==> config.mk <==
export PLATFORM = sky130hd
export DESIGN_NAME = stopwatch_ctrl
export DESIGN_NICKNAME = d
export VERILOG_FILES = /design/src/rtl/stopwatch_pkg.sv /design/src/rtl/btn_edge_detect.sv /design/src/rtl/stopwatch_ctrl.sv
export SDC_FILE = /design/constraint.sdc
export NUM_CORES = 1
export LEC_CHECK = 0
export ABC_AREA = 0
export BUFFER_PORTS_ARGS = -buffer_cell sky130_fd_sc_hd__buf_2
export CORE_MARGIN = 2
export CORE_UTILIZATION = 27
export DETAILED_ROUTE_END_ITERATION = 7
export PLACE_DENSITY = 0.73
export SLEW_MARGIN = 20
export SYNTH_ARGS = -nofsm -noshare
export SYNTH_HDL_FRONTEND = slang
export SYNTH_HIERARCHICAL = 1
export SYNTH_SLANG_ARGS = --single-unit
==> constraint.sdc <==
create_clock -name clk -period 1 [get_ports clk]
set_input_delay 0.05 -clock clk [delete_from_list [all_inputs] [get_ports clk]]
set_output_delay 0.05 -clock clk [all_outputs]
set_load 0.01 [all_outputs]
==> src/rtl/stopwatch_pkg.sv <==
// Shared definitions for the stopwatch control slice: FSM state encoding,
// host command codes and the widths of the time fields.
package stopwatch_pkg;

    // FSM states; values are visible on the debug LEDs.
    typedef enum logic [1:0] {
        ST_STOP  = 2'd0,
        ST_RUN   = 2'd1,
        ST_CLEAR = 2'd2,
        ST_LAP   = 2'd3
    } sw_state_e;

    // Command codes carried on the 2-bit host/UART command port.
    typedef enum logic [1:0] {
        CMD_NONE = 2'd0,
        CMD_RS   = 2'd1,
        CMD_CLR  = 2'd2,
        CMD_LAP  = 2'd3
    } sw_cmd_e;

    localparam int MSEC_W = 7;
    localparam int SEC_W  = 6;
    localparam int MIN_W  = 6;
    localparam int HOUR_W = 5;

    // True when a command strobe carries the given command code.
    function automatic logic cmd_hit(input logic valid, input logic [1:0] cmd,
                                     input sw_cmd_e code);
        return valid && (cmd == 2'(code));
    endfunction

endpackage

==> src/rtl/btn_edge_detect.sv <==
// Rising-edge detector for a debounced button level. The one-flop history
// resets to 0, so a button held through reset yields one pulse after release.
module btn_edge_detect (
    input  logic clk,
    input  logic rst,
    input  logic i_level,
    output logic o_pulse
);

    logic r_hist;

    // Remember last cycle's level.
    always_ff @(posedge clk or posedge rst) begin
        if (rst) r_hist <= 1'b0;
        else     r_hist <= i_level;
    end

    assign o_pulse = i_level & ~r_hist;

endmodule

==> src/rtl/stopwatch_ctrl.sv <==
// Stopwatch control unit: merges button edges and host commands into
// run/stop, clear and lap events, drives the datapath run enable and the
// clear pulse, and optionally freezes the displayed time on a lap.
// Optional feature macro: STOPWATCH_LAP_EN (LAP state and lap registers).
module stopwatch_ctrl
    import stopwatch_pkg::*;
#(
    parameter int CLEAR_CYCLES = 2
) (
    input  logic              clk,
    input  logic              rst,
    input  logic              i_btn_runstop,
    input  logic              i_btn_clear,
    input  logic              i_cmd_valid,
    input  logic [1:0]        i_cmd,
    input  logic [MSEC_W-1:0] i_msec,
    input  logic [SEC_W-1:0]  i_sec,
    input  logic [MIN_W-1:0]  i_min,
    input  logic [HOUR_W-1:0] i_hour,
    output logic              o_runstop,
    output logic              o_clear,
    output logic [MSEC_W-1:0] o_msec,
    output logic [SEC_W-1:0]  o_sec,
    output logic [MIN_W-1:0]  o_min,
    output logic [HOUR_W-1:0] o_hour,
    output logic              o_lap_active,
    output logic [1:0]        o_state
);

    localparam int              CNT_W    = (CLEAR_CYCLES > 1) ? $clog2(CLEAR_CYCLES) : 1;
    localparam logic [CNT_W-1:0] CNT_LAST = CNT_W'(CLEAR_CYCLES - 1);

    logic             w_rs_edge;
    logic             w_clr_edge;
    logic             w_ev_rs;
    logic             w_ev_clr;
    sw_state_e        r_state;
    sw_state_e        w_state_nxt;
    logic [CNT_W-1:0] r_cnt;
    logic [CNT_W-1:0] w_cnt_nxt;
    logic             r_runstop;
    logic             r_clear;

    btn_edge_detect u_edge_rs (
        .clk     (clk),
        .rst     (rst),
        .i_level (i_btn_runstop),
        .o_pulse (w_rs_edge)
    );

    btn_edge_detect u_edge_clr (
        .clk     (clk),
        .rst     (rst),
        .i_level (i_btn_clear),
        .o_pulse (w_clr_edge)
    );

    // A button edge and a command in the same cycle collapse into one event.
    assign w_ev_rs  = w_rs_edge  | cmd_hit(i_cmd_valid, i_cmd, CMD_RS);
    assign w_ev_clr = w_clr_edge | cmd_hit(i_cmd_valid, i_cmd, CMD_CLR);

`ifdef STOPWATCH_LAP_EN
    logic w_ev_lap;
    assign w_ev_lap = w_ev_clr | cmd_hit(i_cmd_valid, i_cmd, CMD_LAP);
`endif

    // Next-state logic with event priorities and the clear-length counter.
    always_comb begin
        w_state_nxt = r_state;
        w_cnt_nxt   = r_cnt;
        case (r_state)
            ST_STOP: begin
                if (w_ev_clr) begin
                    w_state_nxt = ST_CLEAR;
                    w_cnt_nxt   = '0;
                end else if (w_ev_rs) begin
                    w_state_nxt = ST_RUN;
                end
            end
            ST_RUN: begin
                if (w_ev_rs) begin
                    w_state_nxt = ST_STOP;
                end
`ifdef STOPWATCH_LAP_EN
                else if (w_ev_lap) begin
                    w_state_nxt = ST_LAP;
                end
`endif
            end
            ST_LAP: begin
`ifdef STOPWATCH_LAP_EN
                if (w_ev_rs) begin
                    w_state_nxt = ST_STOP;
                end else if (w_ev_lap) begin
                    w_state_nxt = ST_RUN;
                end
`else
                w_state_nxt = ST_STOP;
`endif
            end
            ST_CLEAR: begin
                if (r_cnt == CNT_LAST) begin
                    w_state_nxt = ST_STOP;
                    w_cnt_nxt   = '0;
                end else begin
                    w_cnt_nxt = r_cnt + 1'b1;
                end
            end
            default: begin
                w_state_nxt = ST_STOP;
                w_cnt_nxt   = '0;
            end
        endcase
    end

    // State, counter and Moore output flops; o_clear comes straight from r_clear.
    always_ff @(posedge clk or posedge rst) begin
        if (rst) begin
            r_state   <= ST_STOP;
            r_cnt     <= '0;
            r_runstop <= 1'b0;
            r_clear   <= 1'b0;
        end else begin
            r_state   <= w_state_nxt;
            r_cnt     <= w_cnt_nxt;
            r_runstop <= (w_state_nxt == ST_RUN) || (w_state_nxt == ST_LAP);
            r_clear   <= (w_state_nxt == ST_CLEAR);
        end
    end

    assign o_runstop = r_runstop;
    assign o_clear   = r_clear;
    assign o_state   = r_state;

`ifdef STOPWATCH_LAP_EN
    logic              r_lap;
    logic [MSEC_W-1:0] r_lap_msec;
    logic [SEC_W-1:0]  r_lap_sec;
    logic [MIN_W-1:0]  r_lap_min;
    logic [HOUR_W-1:0] r_lap_hour;

    // Lap flag tracks the LAP state as a dedicated flop.
    always_ff @(posedge clk or posedge rst) begin
        if (rst) r_lap <= 1'b0;
        else     r_lap <= (w_state_nxt == ST_LAP);
    end

    // Capture the live time on the edge that enters LAP.
    always_ff @(posedge clk or posedge rst) begin
        if (rst) begin
            r_lap_msec <= '0;
            r_lap_sec  <= '0;
            r_lap_min  <= '0;
            r_lap_hour <= '0;
        end else if ((r_state != ST_LAP) && (w_state_nxt == ST_LAP)) begin
            r_lap_msec <= i_msec;
            r_lap_sec  <= i_sec;
            r_lap_min  <= i_min;
            r_lap_hour <= i_hour;
        end
    end

    // Display shows the frozen lap value while in LAP, live time otherwise.
    always_comb begin
        o_msec = i_msec;
        o_sec  = i_sec;
        o_min  = i_min;
        o_hour = i_hour;
        if (r_lap) begin
            o_msec = r_lap_msec;
            o_sec  = r_lap_sec;
            o_min  = r_lap_min;
            o_hour = r_lap_hour;
        end
    end

    assign o_lap_active = r_lap;
`else
    assign o_msec       = i_msec;
    assign o_sec        = i_sec;
    assign o_min        = i_min;
    assign o_hour       = i_hour;
    assign o_lap_active = 1'b0;
`endif

endmodule

==> metrics.md, run 1 <==
| Metric | Value |
|---|---|
| DRT Pass-1 Iters | `4` |
| Reg2Reg Setup Slack | `0.02 ns` |
| Total CTS buffers | `3` |
| Die ar. | `about 0.0021 mm^2` |
| XOR/XNOR share of the synthesized area | `0%` |
| Die Span Y | `45.69 um` |
| Initial antenna violation count | `0` |
| Die Wd | `45.69 um` |
| Most used DFF post-synth | `dfrtp_1` |
| Crit path DAT | `1.15 ns` |
| Final Setup Violations | `0` |
| Initial DRC Count | `3` |
| Leakage power | `between 0.2 and 0.25 nW` |
| Maximum root-to-sink buffer count | `2` |
| Status | `finished, final reports clean` |
| Io pins | `60` |
| Yosys warning count | `6` |
| EDFF count, synth | `0` |
| Final hold vios | `0` |
| Clock Sinks | `6` |
| Largest family of logic cells by synthesized area | `buffers and inverters` |
| Count leader, synth | `buf_4` |
| Placed cells | `53` |
| Synth top area share | `41.60%` |
| Area Growth Syn to Fin | `-3.733%` |
| Pwr dens | `2303 mW/mm^2` |
| Initial Util | `28.09%` |
| WL/cell | `10.63 um` |
| Synth Area in Compound Gates | `a little under 7%` |
| Total core area | `0.001670 mm^2` |
| Vias per inst | `4.085` |
| Synth top area cells | `buf_4 (42%), dfrtp_1 (32%), nor2b_4 (5.9%), a21boi_0 (3.2%), inv_1 (2.4%)` |
| Hpwl dp | `around 470 um` |
| Synth cell count leaders | `buf_4 (26), dfrtp_1 (6), inv_1 (3)` |
| Slew Limit Fails | `0` |
| Async set-reset flop share out of synthesis | `100.0%` |
| IO Port Bufs | `10` |
| RSZ-0062 raised after global routing | `yes` |
| H-tree level count | `1` |
| Crit end category | `flip-flop` |
| Final WL | `627 um` |
| Final Non-Filler Cells | `59` |
| Cell taking the most area after synthesis | `buf_4` |
| CTS tree | `yes` |
| Worst VDD drop | `484.9 uV` |
| Fin crit period | `0.9754 ns` |
| Nets | `between 70 and 80` |
| Vias in the first global route | `258` |
| Setup CP Type | `reg2reg` |
| Period utilisation layout | `97.54%` |
| Post-synthesis cell type count | `14` |
| CP Launch Type | `flip-flop` |
| Largest net degree at the start of global routing | `6` |
| Post-route ant nets | `0` |
| Clock root buffer master | `clkbuf_4` |
| Ant diodes | `0` |
| Post-Synth Simple-Gate Area | `14.13%` |
| GR Overflow Total | `0` |
| Hold crit path type | `in2out` |
| Postcts setup bufs | `0` |
| Netlist Area Pre-Place | `469.2 um^2` |
| First-pass GRT wire length | `1055 um` |
| Register area share after synthesis | `between 30% and 40%` |
| Fmax | `1.025 GHz` |
| Max-cap violations | `0` |
| Flops & latches, synth | `6` |
| Gr usage total | `8.252%` |
| Adder-cell share of the synthesized area | `0%` |
| Total number of vias | `241` |
| Post-Syn Area per Cell | `9.384 um^2` |
| Row count | `15` |
| Worst-path clk slew | `0.04 ns` |
| Syn nets | `81` |
| Cells after Synth | `50` |
| Fill cells | `about 180` |
| Final Wtd Congestion | `between 0.6 and 0.7` |
| CP Data Required Time | `around 1.2 ns` |
| Share of post-route cells with drive strength above 1 | `54.76%` |
| Worst Skew | `0.005147 ns` |
| DRC Markers | `0` |
| Critical Path Fanout Max | `5` |
| Worst hold slack | `0.1000 ns` |
| Post-synthesis mux area share | `2.133%` |
| Clk_lat worst skew | `0.24 ns` |
## sequential cells by signal (all words and copies together) (netlist names)
register / count
o_clear: 1
o_runstop: 1
o_state: 1
r_cnt: 1
u_edge_clr/r_hist: 1
u_edge_rs/r_hist: 1
## layout by cell type (no fill, tap or decap), drive strengths merged
cell type,count
nor2,2
dlygate4sd3,3
or3b,1
o211ai,1
inv,3
and3b,1
nor2b,2
conb,1
nand2b,1
a21boi,2
dfrtp,6
mux2i,1
a21oi,2
nand3b,1
buf,12
clkbuf,3
## power by group
part | leakage, nW | internal, mW | switching, mW | total, mW
Combinational | 0.137 | 0.247 | 0.183 | 0.430
Sequential | 0.0727 | 0.323 | 0.0690 | 0.392
Clock | 0.0138 | 0.135 | 0.0831 | 0.219
## what timing repair did
action                                  4_1_cts  5_1_grt
endpoints found under the setup margin        2        5
pin swaps                                     0        5
resized for setup                             1       11
hold buffers                                  3        0
hold endpoints to repair                      8        0
## critical path, stage by stage (launching register included)
cell and delay [ns]:
dfrtp_1 0.42, or3b_1 0.38, a21oi_2 0.11
## path summary, 6_finish.rpt
kind | from | end | cells past startpoint
max | o_runstop | o_runstop | 2
min | i_hour[2] | o_hour[2] | 0
max reg2reg | o_runstop | o_runstop | 2
min reg2reg | r_cnt | o_state[1] | 1
max in group asynchronous | rst | o_runstop | 3
min in group asynchronous | rst | u_edge_clr/r_hist | 3
## metrics by stage
step                      util [%]  setup WS [ns]  area [um^2]  power, mW  setup TNS (ns)
final                        27.04        0.02464        451.7      1.040               0
after global routing         27.04       -0.02996        451.7      1.132         -0.1118
after CTS                    24.94              0        416.7     0.9433               0
after detailed placement     21.57       -0.03994        360.3     0.7005        -0.06460
after global placement       21.57        0.01368        360.3     0.6911               0
after floorplan                  -        0.02555        469.2     0.6587               0
## per-layer routing
layer	vias up	global-route usage, %	wire length, um
li1	115	-	-
met1	105	7.767	238
met2	15	9.577	255
met3	6	3.571	89
met4	0	15.29	44
met5	-	0	0
## area by class of cell
| type | count | area (um^2) | share of cell area (%) |
|---|---|---|---|
| Sequential cell | 6 | 150.1 | 33.24 |
| Multi-Input combinational cell | 15 | 137.6 | 30.47 |
| Timing Repair Buffer | 15 | 108.9 | 24.10 |
| Clock buffer | 3 | 22.52 | 4.986 |
| Tap cell | 17 | 21.27 | 4.709 |
| Inverter | 3 | 11.26 | 2.493 |
## kinds of logic after synthesis
kind of cell	count (synthesis)
buffers and inverters	29
AND/OR/NAND/NOR	8
flip-flops	6
AO/OA/AOI/OAI	5
multiplexers	1
other	1
(Power assumes the default switching activity.)
==> run 2, diff against run 1 <==
--- a/config.mk
+++ b/config.mk
@@ -7,10 +7,12 @@
 export LEC_CHECK = 0
 export ABC_AREA = 0
 export BUFFER_PORTS_ARGS = -buffer_cell sky130_fd_sc_hd__buf_2
+export CELL_PAD_IN_SITES_DETAIL_PLACEMENT = 0
+export CELL_PAD_IN_SITES_GLOBAL_PLACEMENT = 1
 export CORE_MARGIN = 2
-export CORE_UTILIZATION = 27
+export CORE_UTILIZATION = 17
 export DETAILED_ROUTE_END_ITERATION = 7
-export PLACE_DENSITY = 0.73
+export PLACE_DENSITY_LB_ADDON = 0.1
 export SLEW_MARGIN = 20
 export SYNTH_ARGS = -nofsm -noshare
 export SYNTH_HDL_FRONTEND = slang
==> constraint.sdc (replaced) <==
create_clock -name clk -period 1 [get_ports clk]
set_input_delay 0.25 -clock clk [delete_from_list [all_inputs] [get_ports clk]]
set_output_delay 0.25 -clock clk [all_outputs]
set_load 0.01 [all_outputs]
==> metrics.md, run 2 (synthesis gave the netlist of run 1 again) <==
| Metric | Value |
|---|---|
| Nets | `77 (+2.7%)` |
| Io pins | `60 (unchanged)` |
| Hpwl dp | `584 um (+24%)` |
| Critical Path Fanout Max | `2 (-3)` |
| IO Port Bufs | `10 (unchanged)` |
| RSZ-0062 raised after global routing | `yes` |
| CP Launch Type | `flip-flop` |
| Hold path cells | `1 (+1)` |
| H-tree level count | `1 (unchanged)` |
| Leakage power | `0.2331 nW (+4.2%)` |
| Total core area | `0.002686 mm^2 (+61%)` |
| Initial DRC Count | `0 (-3)` |
| First-pass GRT wire length | `1276 um (+21%)` |
| Post-route ant nets | `0 (unchanged)` |
| DRC Markers | `0 (unchanged)` |
| Register Area | `150.1 um^2 (unchanged)` |
| Slew Limit Fails | `0 (unchanged)` |
| Pre-CTS setup slack | `-0.08402 ns (-0.04408 ns)` |
| Fmax | `0.8904 GHz (-13%)` |
| Clk_lat worst skew | `0.24 ns (about the same)` |
| Leading cell type in the layout, fill and taps excluded | `buf_2` |
| Most frequent cells in the layout | `buf_2 (8), dfrtp_1 (6), buf_4 (5)` |
| Maximum root-to-sink buffer count | `2 (unchanged)` |
| Worst path cell trace | `buf_6 > buf_6` |
| Initial Util | `17.47% (-11 points)` |
| Final WL | `763 um (+22%)` |
| Worst Skew | `0.003705 ns (-0.001442 ns)` |
| Total number of vias | `274 (+14%)` |
| Die ar. | `0.003196 mm^2 (+53%)` |
| Die Wd | `56.54 um (+24%)` |
| Row count | `19 (+4)` |
| Vias in the first global route | `289 (+12%)` |
| Crit path DAT | `0.87 ns (-0.28 ns)` |
| Setup ws final | `-0.1231 ns (-0.1477 ns)` |
| Area taken by multi-input logic gates | `126.4 um^2 (-8.2%)` |
| Critical Path Max Stage Delay | `0.39 ns (-0.03 ns)` |
| Worst-path clk slew | `0.04 ns (about the same)` |
| Gr usage total | `5.394% (-2.9 points)` |
| GR Overflow Total | `0 (unchanged)` |
| Hold crit path type | `in2reg` |
| Ant diodes | `0 (unchanged)` |
| Initial antenna violation count | `0 (unchanged)` |
| Final Setup Violations | `3 (+3)` |
| Worst hold slack | `0.1279 ns (+0.02791 ns)` |
| Total CTS buffers | `3 (unchanged)` |
| Setup CP Type | `reg2out` |
| CP max-delay cell | `dfrtp_1` |
| Post-Layout Inst Area | `470.5 um^2 (+4.2%)` |
| DRT Pass-1 Iters | `1 (-3)` |
| Failing checks | `setup timing` |
| Placed Area | `392.9 um^2 (+9.0%)` |
| Area Growth Syn to Fin | `0.2666%` |
| Fin crit period | `1.123 ns (+0.1477 ns)` |
| CP Data Required Time | `0.75 ns (-0.42 ns)` |
| Largest net degree at the start of global routing | `5 (-1)` |
| Crit end category | `primary output` |
| Period utilisation layout | `112.3% (+15 points)` |
| Final Wtd Congestion | `0.6364 (-6.5%)` |
| Worst VDD drop | `759.1 uV (+57%)` |
| Clock root buffer master | `clkbuf_4` |
| Clock Sinks | `6 (unchanged)` |
| Die Span Y | `56.54 um (+24%)` |
| Final hold vios | `0 (unchanged)` |
| Max-cap violations | `0 (unchanged)` |
| R2r worst-path depth | `3 (+1)` |
| Pwr dens | `2258 mW/mm^2 (-2.0%)` |
| Fill cells | `298 (+70%)` |
| Status | `complete, but fails checks` |
| WL/cell | `10.17 um (-4.3%)` |
| Vias per inst | `3.653 (-11%)` |
| Most used cell, CP | `buf_6` |
| CTS tree | `yes` |
| Share of post-route cells with drive strength above 1 | `56.82% (+2.1 points)` |
==> run 2: worst paths after layout <==
path,startpoint,endpoint,slack (ns)
worst min register to register,r_cnt,o_clear,0.51
min in group asynchronous,rst,u_edge_rs/r_hist,0.41
worst min-delay path,i_btn_runstop,u_edge_rs/r_hist,0.13
max in group asynchronous,rst,o_clear,0.37
worst max-delay path,o_runstop,o_runstop,-0.12
worst max register to register,o_runstop,o_runstop,-0.08
==> run 2: power breakdown <==
| group | leakage [nW] | total [mW] | internal [mW] | switching [mW] |
|---|---|---|---|---|
| sequential | 0.0727 | 0.373 | 0.323 | 0.0506 |
| clock | 0.0138 | 0.218 | 0.135 | 0.0822 |
| combinational | 0.147 | 0.471 | 0.272 | 0.199 |
| total | 0.233 | 1.06 | 0.730 | 0.332 |
==> run 2: worst max-delay path, delay by kind of cell, from the launching register on <==
kind                   cells  cell delay, ns
flip-flops                 1            0.39
buffers and inverters      2            0.24
==> run 2: timing repair <==
item	CTS	global route
gates cloned	0	0
hold buffers	1	0
setup endpoints to repair	6	6
pin swaps	0	1
hold endpoints to repair	6	0
resized for setup	6	3
buffers inserted	2	0
==> run 2: per-layer routing <==
| layer | wire length [um] | up-vias | track usage, % |
|---|---|---|---|
| met5 | 0 | - | 0 |
| met4 | 4 | 0 | 3.741 |
| met3 | 103 | 4 | 4.608 |
| met2 | 317 | 15 | 6.146 |
| met1 | 337 | 135 | 6.347 |
| li1 | - | 120 | - |
==> run 2: area by class of cell <==
| type | instances | share of cell area (%) |
|---|---|---|
| Clock buffer | 3 | 4.787 |
| Inverter | 3 | 2.394 |
| Timing Repair Buffer | 17 | 25.80 |
| Sequential cell | 6 | 31.91 |
| Tap cell | 31 | 8.245 |
| Multi-Input combinational cell | 15 | 26.86 |
==> run 2: stage by stage <==
| stage | util [%] | cells | total power [mW] | TNS (ns) |
|---|---|---|---|---|
| 2_1_floorplan | - | 50 | 0.6587 | 0 |
| 3_3_place_gp | 14.63 | 69 | 0.7126 | -0.2041 |
| 3_5_place_dp | 14.63 | 69 | 0.7059 | -0.2114 |
| 4_1_cts | 17.14 | 75 | 1.050 | -0.3663 |
| 5_1_grt | 17.51 | 75 | 1.142 | -0.5031 |
| 6_report | 17.51 | 75 | 1.062 | -0.3278 |
